## src/rtl/synth_pkg.sv

```systemverilog
// Shared definitions for the voice sample scheduler: FSM state encoding and
// the sample-period divisor used out of reset.
package synth_pkg;

  localparam logic [27:0] DEFAULT_DIVISOR = 28'd1024;

  typedef enum logic [1:0] {
    ST_IDLE   = 2'd0,
    ST_SELECT = 2'd1,
    ST_SERVE  = 2'd2
  } fsm_state_t;

endpackage

```

## src/rtl/sample_period_timer.sv

```systemverilog
// Programmable sample-period counter producing the per-period tick strobe and
// a square-wave sample clock.
module sample_period_timer #(
  parameter int unsigned          DIV_WIDTH       = 28,
  parameter logic [DIV_WIDTH-1:0] DEFAULT_DIVISOR = DIV_WIDTH'(synth_pkg::DEFAULT_DIVISOR)
) (
  input  logic                 clock_in,
  input  logic                 Reset,
  input  logic [DIV_WIDTH-1:0] divisor_in,
  input  logic                 divisor_load,
  output logic                 sample_tick,
  output logic                 sample_clk
);

  localparam logic [DIV_WIDTH-1:0] MIN_DIV = DIV_WIDTH'(2);

  logic [DIV_WIDTH-1:0] count_q, count_d;
  logic [DIV_WIDTH-1:0] div_q, div_d;
  logic                 at_end;

  always_comb begin
    at_end  = (count_q == (div_q - DIV_WIDTH'(1)));
    div_d   = div_q;
    count_d = at_end ? '0 : count_q + DIV_WIDTH'(1);
    // A fresh divisor restarts the period from zero; divisors below 2 cannot
    // form a period with both a low and a high half.
    if (divisor_load) begin
      div_d   = (divisor_in < MIN_DIV) ? MIN_DIV : divisor_in;
      count_d = '0;
    end
  end

  always_ff @(posedge clock_in) begin
    if (Reset) begin
      count_q <= '0;
      div_q   <= DEFAULT_DIVISOR;
    end else begin
      count_q <= count_d;
      div_q   <= div_d;
    end
  end

  assign sample_tick = at_end & ~divisor_load & ~Reset;
  assign sample_clk  = (count_q >= (div_q >> 1));

endmodule

```

## src/rtl/voice_sample_scheduler.sv

```systemverilog
// Per-sample voice scheduler: latches active voices on each sample tick and
// grants them one at a time, lowest index first, to the shared voice engine.
module voice_sample_scheduler #(
  parameter int unsigned          NUM_VOICES      = 4,
  parameter int unsigned          DIV_WIDTH       = 28,
  parameter logic [DIV_WIDTH-1:0] DEFAULT_DIVISOR = DIV_WIDTH'(synth_pkg::DEFAULT_DIVISOR),
  localparam int unsigned         IDX_W           = $clog2(NUM_VOICES)
) (
  input  logic                  clock_in,
  input  logic                  Reset,
  input  logic [DIV_WIDTH-1:0]  divisor_in,
  input  logic                  divisor_load,
  input  logic [NUM_VOICES-1:0] voice_req,
  input  logic                  voice_done,
  output logic                  sample_tick,
  output logic                  sample_clk,
  output logic [NUM_VOICES-1:0] voice_grant,
  output logic [IDX_W-1:0]      voice_idx,
  output logic                  frame_done,
  output logic                  overrun
);

  import synth_pkg::*;

  fsm_state_t            state_q, state_d;
  logic [NUM_VOICES-1:0] pending_q, pending_d;
  logic [NUM_VOICES-1:0] grant_q, grant_d;
  logic [IDX_W-1:0]      idx_q, idx_d;
  logic [IDX_W-1:0]      low_idx;
  logic                  frame_done_q, frame_done_d;
  logic                  overrun_q, overrun_d;

  sample_period_timer #(
    .DIV_WIDTH       (DIV_WIDTH),
    .DEFAULT_DIVISOR (DEFAULT_DIVISOR)
  ) u_timer (
    .clock_in     (clock_in),
    .Reset        (Reset),
    .divisor_in   (divisor_in),
    .divisor_load (divisor_load),
    .sample_tick  (sample_tick),
    .sample_clk   (sample_clk)
  );

  // Descending scan so the lowest pending index is the last one written.
  always_comb begin
    low_idx = '0;
    for (int i = NUM_VOICES - 1; i >= 0; i--) begin
      if (pending_q[i]) low_idx = IDX_W'(i);
    end
  end

  always_comb begin
    state_d      = state_q;
    pending_d    = pending_q;
    grant_d      = grant_q;
    idx_d        = idx_q;
    frame_done_d = 1'b0;
    overrun_d    = overrun_q;
    if (sample_tick && (state_q != ST_IDLE)) overrun_d = 1'b1;
    if (divisor_load) overrun_d = 1'b0;

    case (state_q)
      ST_IDLE: begin
        if (sample_tick) begin
          pending_d = voice_req;
          if (voice_req == '0) frame_done_d = 1'b1;
          else                 state_d      = ST_SELECT;
        end
      end
      ST_SELECT: begin
        if (sample_tick) begin
          pending_d = voice_req;
        end else if (pending_q == '0) begin
          frame_done_d = 1'b1;
          state_d      = ST_IDLE;
        end else begin
          grant_d = NUM_VOICES'(1) << low_idx;
          idx_d   = low_idx;
          state_d = ST_SERVE;
        end
      end
      ST_SERVE: begin
        if (voice_done) begin
          grant_d   = '0;
          idx_d     = '0;
          pending_d = pending_q & ~grant_q;
          state_d   = ST_SELECT;
        end
        // A voice finishing on the tick stays pending only if it is requested
        // again, which the fresh voice_req snapshot already expresses.
        if (sample_tick) pending_d = voice_req;
      end
      default: state_d = ST_IDLE;
    endcase
  end

  always_ff @(posedge clock_in) begin
    if (Reset) begin
      state_q      <= ST_IDLE;
      pending_q    <= '0;
      grant_q      <= '0;
      idx_q        <= '0;
      frame_done_q <= 1'b0;
      overrun_q    <= 1'b0;
    end else begin
      state_q      <= state_d;
      pending_q    <= pending_d;
      grant_q      <= grant_d;
      idx_q        <= idx_d;
      frame_done_q <= frame_done_d;
      overrun_q    <= overrun_d;
    end
  end

  assign voice_grant = grant_q;
  assign voice_idx   = idx_q;
  assign frame_done  = frame_done_q;
  assign overrun     = overrun_q;

endmodule

```

## config.mk

```make
export PLATFORM = sky130hd
export DESIGN_NAME = voice_sample_scheduler
export DESIGN_NICKNAME = d
export VERILOG_FILES = /design/src/rtl/synth_pkg.sv /design/src/rtl/sample_period_timer.sv /design/src/rtl/voice_sample_scheduler.sv
export SDC_FILE = /design/constraint.sdc
export NUM_CORES = 1
export LEC_CHECK = 0
export BUFFER_PORTS_ARGS = -buffer_cell sky130_fd_sc_hd__buf_2
export CORE_UTILIZATION = 61
export CTS_BUF_LIST = sky130_fd_sc_hd__clkbuf_4
export DETAILED_ROUTE_END_ITERATION = 6
export MAX_ROUTING_LAYER = met4
export PLACE_DENSITY = 0.89
export SLEW_MARGIN = 25
export SYNTH_ARGS = -nofsm -noshare
export SYNTH_HDL_FRONTEND = slang
export SYNTH_SLANG_ARGS = --single-unit
```

## constraint.sdc

```tcl
create_clock -name clock_in -period 3.5 [get_ports clock_in]
set_clock_uncertainty 0.2 [all_clocks]
set_input_delay 0.525 -clock clock_in [delete_from_list [all_inputs] [get_ports clock_in]]
set_output_delay 0.525 -clock clock_in [all_outputs]
set_load 0.01 [all_outputs]
```

==> metrics.md <==
| Metric | Value |
|---|---|
| Initial antenna violation count | 0 |
| Net count after synthesis | 656 |
| Seq/Total Area, Yosys | 29.90% |
| Distinct cells, synth | 59 |
| Total number of vias | 4727 |
| Async set-reset flop share out of synthesis | 0% |
| Max VDD drop | 0.2069 mV |
| Syn avg cell area | 7.931 um^2 |
| Failing checks | setup timing |
| DR DRC count | 0 |
| Initial DRC Count | 394 |
| RSZ-0062 raised after global routing | yes |
| Grt ovf | 0 |
| Detail Placement HPWL | 9.711 mm |
| Rows | 31 |
| Fin crit period | 3770 ps |
| Core area | 0.007331 mm^2 |
| Number of I/O pins | 46 |
| Overall die height | 89.66 um |
| Commonest non-fill, non-tap cell in the layout | dfxtp_1 |
| Critical path fanouts, max | 5 |
| Vias in the first global route | 4423 |
| Final setup viols | 2 |
| Die Span X | 89.66 um |
| CP Class | reg -> out |
| Cell Area, Placed | 0.005100 mm^2 |
| First-pass GRT wire length | 20.13 mm |
| Clk_lat worst skew | 430 ps |
| Int Pwr | 1.256 mW |
| Switch share | 29.24% |
| Cell accounting for the most synthesized area | dfxtp_1 |
| CTS Sinks | 70 |
| CTS tree | done |
| Worst-Margin Slew | 713.7 ps |
| Setup TNS | -272.6 ps |
| Largest net degree at the start of global routing | 38 |
| Routed WL | 12.84 mm |
| Synthesis-to-finish area growth | 14.76% |
| Syn Inst Count | 591 |
| Commonest non-fill, non-tap cells in the layout | 65 x dfxtp_1, 55 x nand2_1, 44 x buf_2 |
| Mapped Area | 0.004687 mm^2 |
| Fmax | 0.2653 GHz |
| Total track usage | 34.03% |
| Top FF cell, synth | dfxtp_1 |
| Critical path launch point type | flip-flop |
| HP Class | in -> reg |
| Antenna Cells | 0 |
| Nets | 713 |
| Switch Pwr | 519.1 uW |
| Clock transition at path regs | 120 ps |
| Final WS setup | -269.9 ps |
| Total Power | 1.775 mW |
| Top post-synthesis cells by area | dfxtp_1 30%, ha_1 7.7%, xor2_1 6.0% |
| Status | complete, but fails checks |
| Fin crit share | 107.7% |
| Flops & latches, synth | 70 |
| CTS Buf Count | 9 |
| Placer's final routability congestion estimate | 0.9742 |
| Arrival time worst endpoint | 3040 ps |
| Die area | 0.008038 mm^2 |
| EDFF count, synth | 0 |
| Slew Limit Headroom | 51.98% |
| Leakage | 2.242 nW |
| H-tree levels | 3 |
| Worst setup EP type | output port |
| Starting Density | 63.94% |
| Combinational power share | 18.4% |
| Final Hold Fails | 0 |
| Sequential Power Share | 47.7% |
| Fin area | 0.005379 mm^2 |
| Avg WL per Cell | 17.07 um |
| Routed Antenna Nets | 0 |
| Fin. max-slew vios | 0 |
| Worst path required time | 2770 ps |
| Clk network pwr share | 33.9% |
| IO Port Bufs | 45 |
| Root Buffer | clkbuf_4 |
| Number of iterations in the first detailed-routing pass | 6 |
| PwrDens | 330.1 mW/mm^2 |
| Max Cap Violations | 0 |
| Vias per cell | 6.286 |
| Share of layout cells above drive strength 1 | 18.07% |
| Yosys Warn Count | 0 |
| Hold Buf Count CTS | 0 |
| Synth top area share | 29.90% |
| Clock Path Buffers | 2 |
-- state kept, by name, indices dropped and copies added (netlist names) --
register	count
frame_done	1
overrun	1
pending_q	4
state_q	2
u_timer.count_q	28
u_timer.div_q	28
voice_grant	4
voice_idx	2
-- worst paths after layout --
check | cells after the start | start | end | slack (ps)
worst max-delay path | 8 | u_timer.div_q[20] | sample_tick | -270
worst min-delay path | 3 | divisor_in[4] | u_timer.div_q[4] | 100
worst max register to register | 9 | u_timer.div_q[20] | state_q[1] | 50
worst min register to register | 2 | overrun | overrun | 260
-- synthesized netlist by cell type, drive strengths merged (3+ instances only) --
master	instances
o211ai	5
o211a	3
o2111ai	3
a22oi	3
a31oi	3
or3	4
nand2b	6
clkbuf	18
ha	29
a21o	12
xor2	32
and4	6
dfxtp	70
o21a	3
nand2	55
or4	10
buf	6
nand3	18
or2	7
nor3	42
a21oi	22
mux2i	9
nand3b	3
nand4	17
nor2b	6
nor4	11
inv	41
o31ai	5
and3	8
o21ai	39
nor2	40
xnor2	25
a211oi	6
and2	5
-- cell type report --
type	instances	area, um^2
Inverter	41	153.9
Clock buffer	10	75.07
Timing Repair Buffer	70	431.7
Multi-Input combinational cell	456	3097
Sequential cell	70	1413
Tap cell	99	123.9
Fill cell	509	1952
Clock inverter	6	85.08
-- power by group through the flow --
stage	Combinational [mW]	Sequential (mW)	Clock, mW
CTS	0.312	0.843	0.603
floorplan	0.198	0.854	0
global placement	0.288	0.860	0
global route	0.354	0.849	0.630
finish	0.327	0.846	0.602
detailed placement	0.300	0.862	0
-- critical path, stage by stage (launching register included) --
cell	delay, ps
dfxtp_2	340
or4_4	550
or4_4	500
or4_4	510
a22oi_2	180
and4_4	250
nand4_4	110
inv_2	80
buf_6	90
-- through the flow --
stage          worst slack [ps]  hold slack [ps]  cells  util (%)
6_report                 -269.9            102.1    752     73.37
3_3_place_gp              38.30            241.6    732     69.57
4_1_cts                  -259.5            91.82    752     72.59
2_1_floorplan             248.2            269.6    591         -
5_1_grt                  -319.1            107.5    752     73.37
3_5_place_dp             -63.80            238.5    732     69.57
-- layer usage --
layer | wire length, um | vias to the layer above | GRT usage [%]
met4 | 629 | 0 | 17.03
li1 | - | 2252 | -
met2 | 6264 | 210 | 56.34
met5 | 0 | - | -
met1 | 5077 | 2207 | 39.13
met3 | 864 | 58 | 6.947
-- cell families after synthesis --
| family | Yosys count | share of synthesized area [%] |
|---|---|---|
| AOI/OAI and AO/OA | 118 | 16.36 |
| muxes | 9 | 1.922 |
| adders and majority gates | 29 | 7.742 |
| DFF | 70 | 29.90 |
| and+or+nand+nor | 243 | 27.87 |
| buffers and inverters | 65 | 5.552 |
| xor gates and xnor gates | 57 | 10.65 |
-- repair_timing --
item,in CTS,in global routing
endpoints found under the hold margin,0,0
endpoints found under the setup margin,2,5
setup buffers,4,0
pin swaps,6,8
gates resized for setup,9,12
gates cloned,0,0
Power figures use the tool's default switching activity.
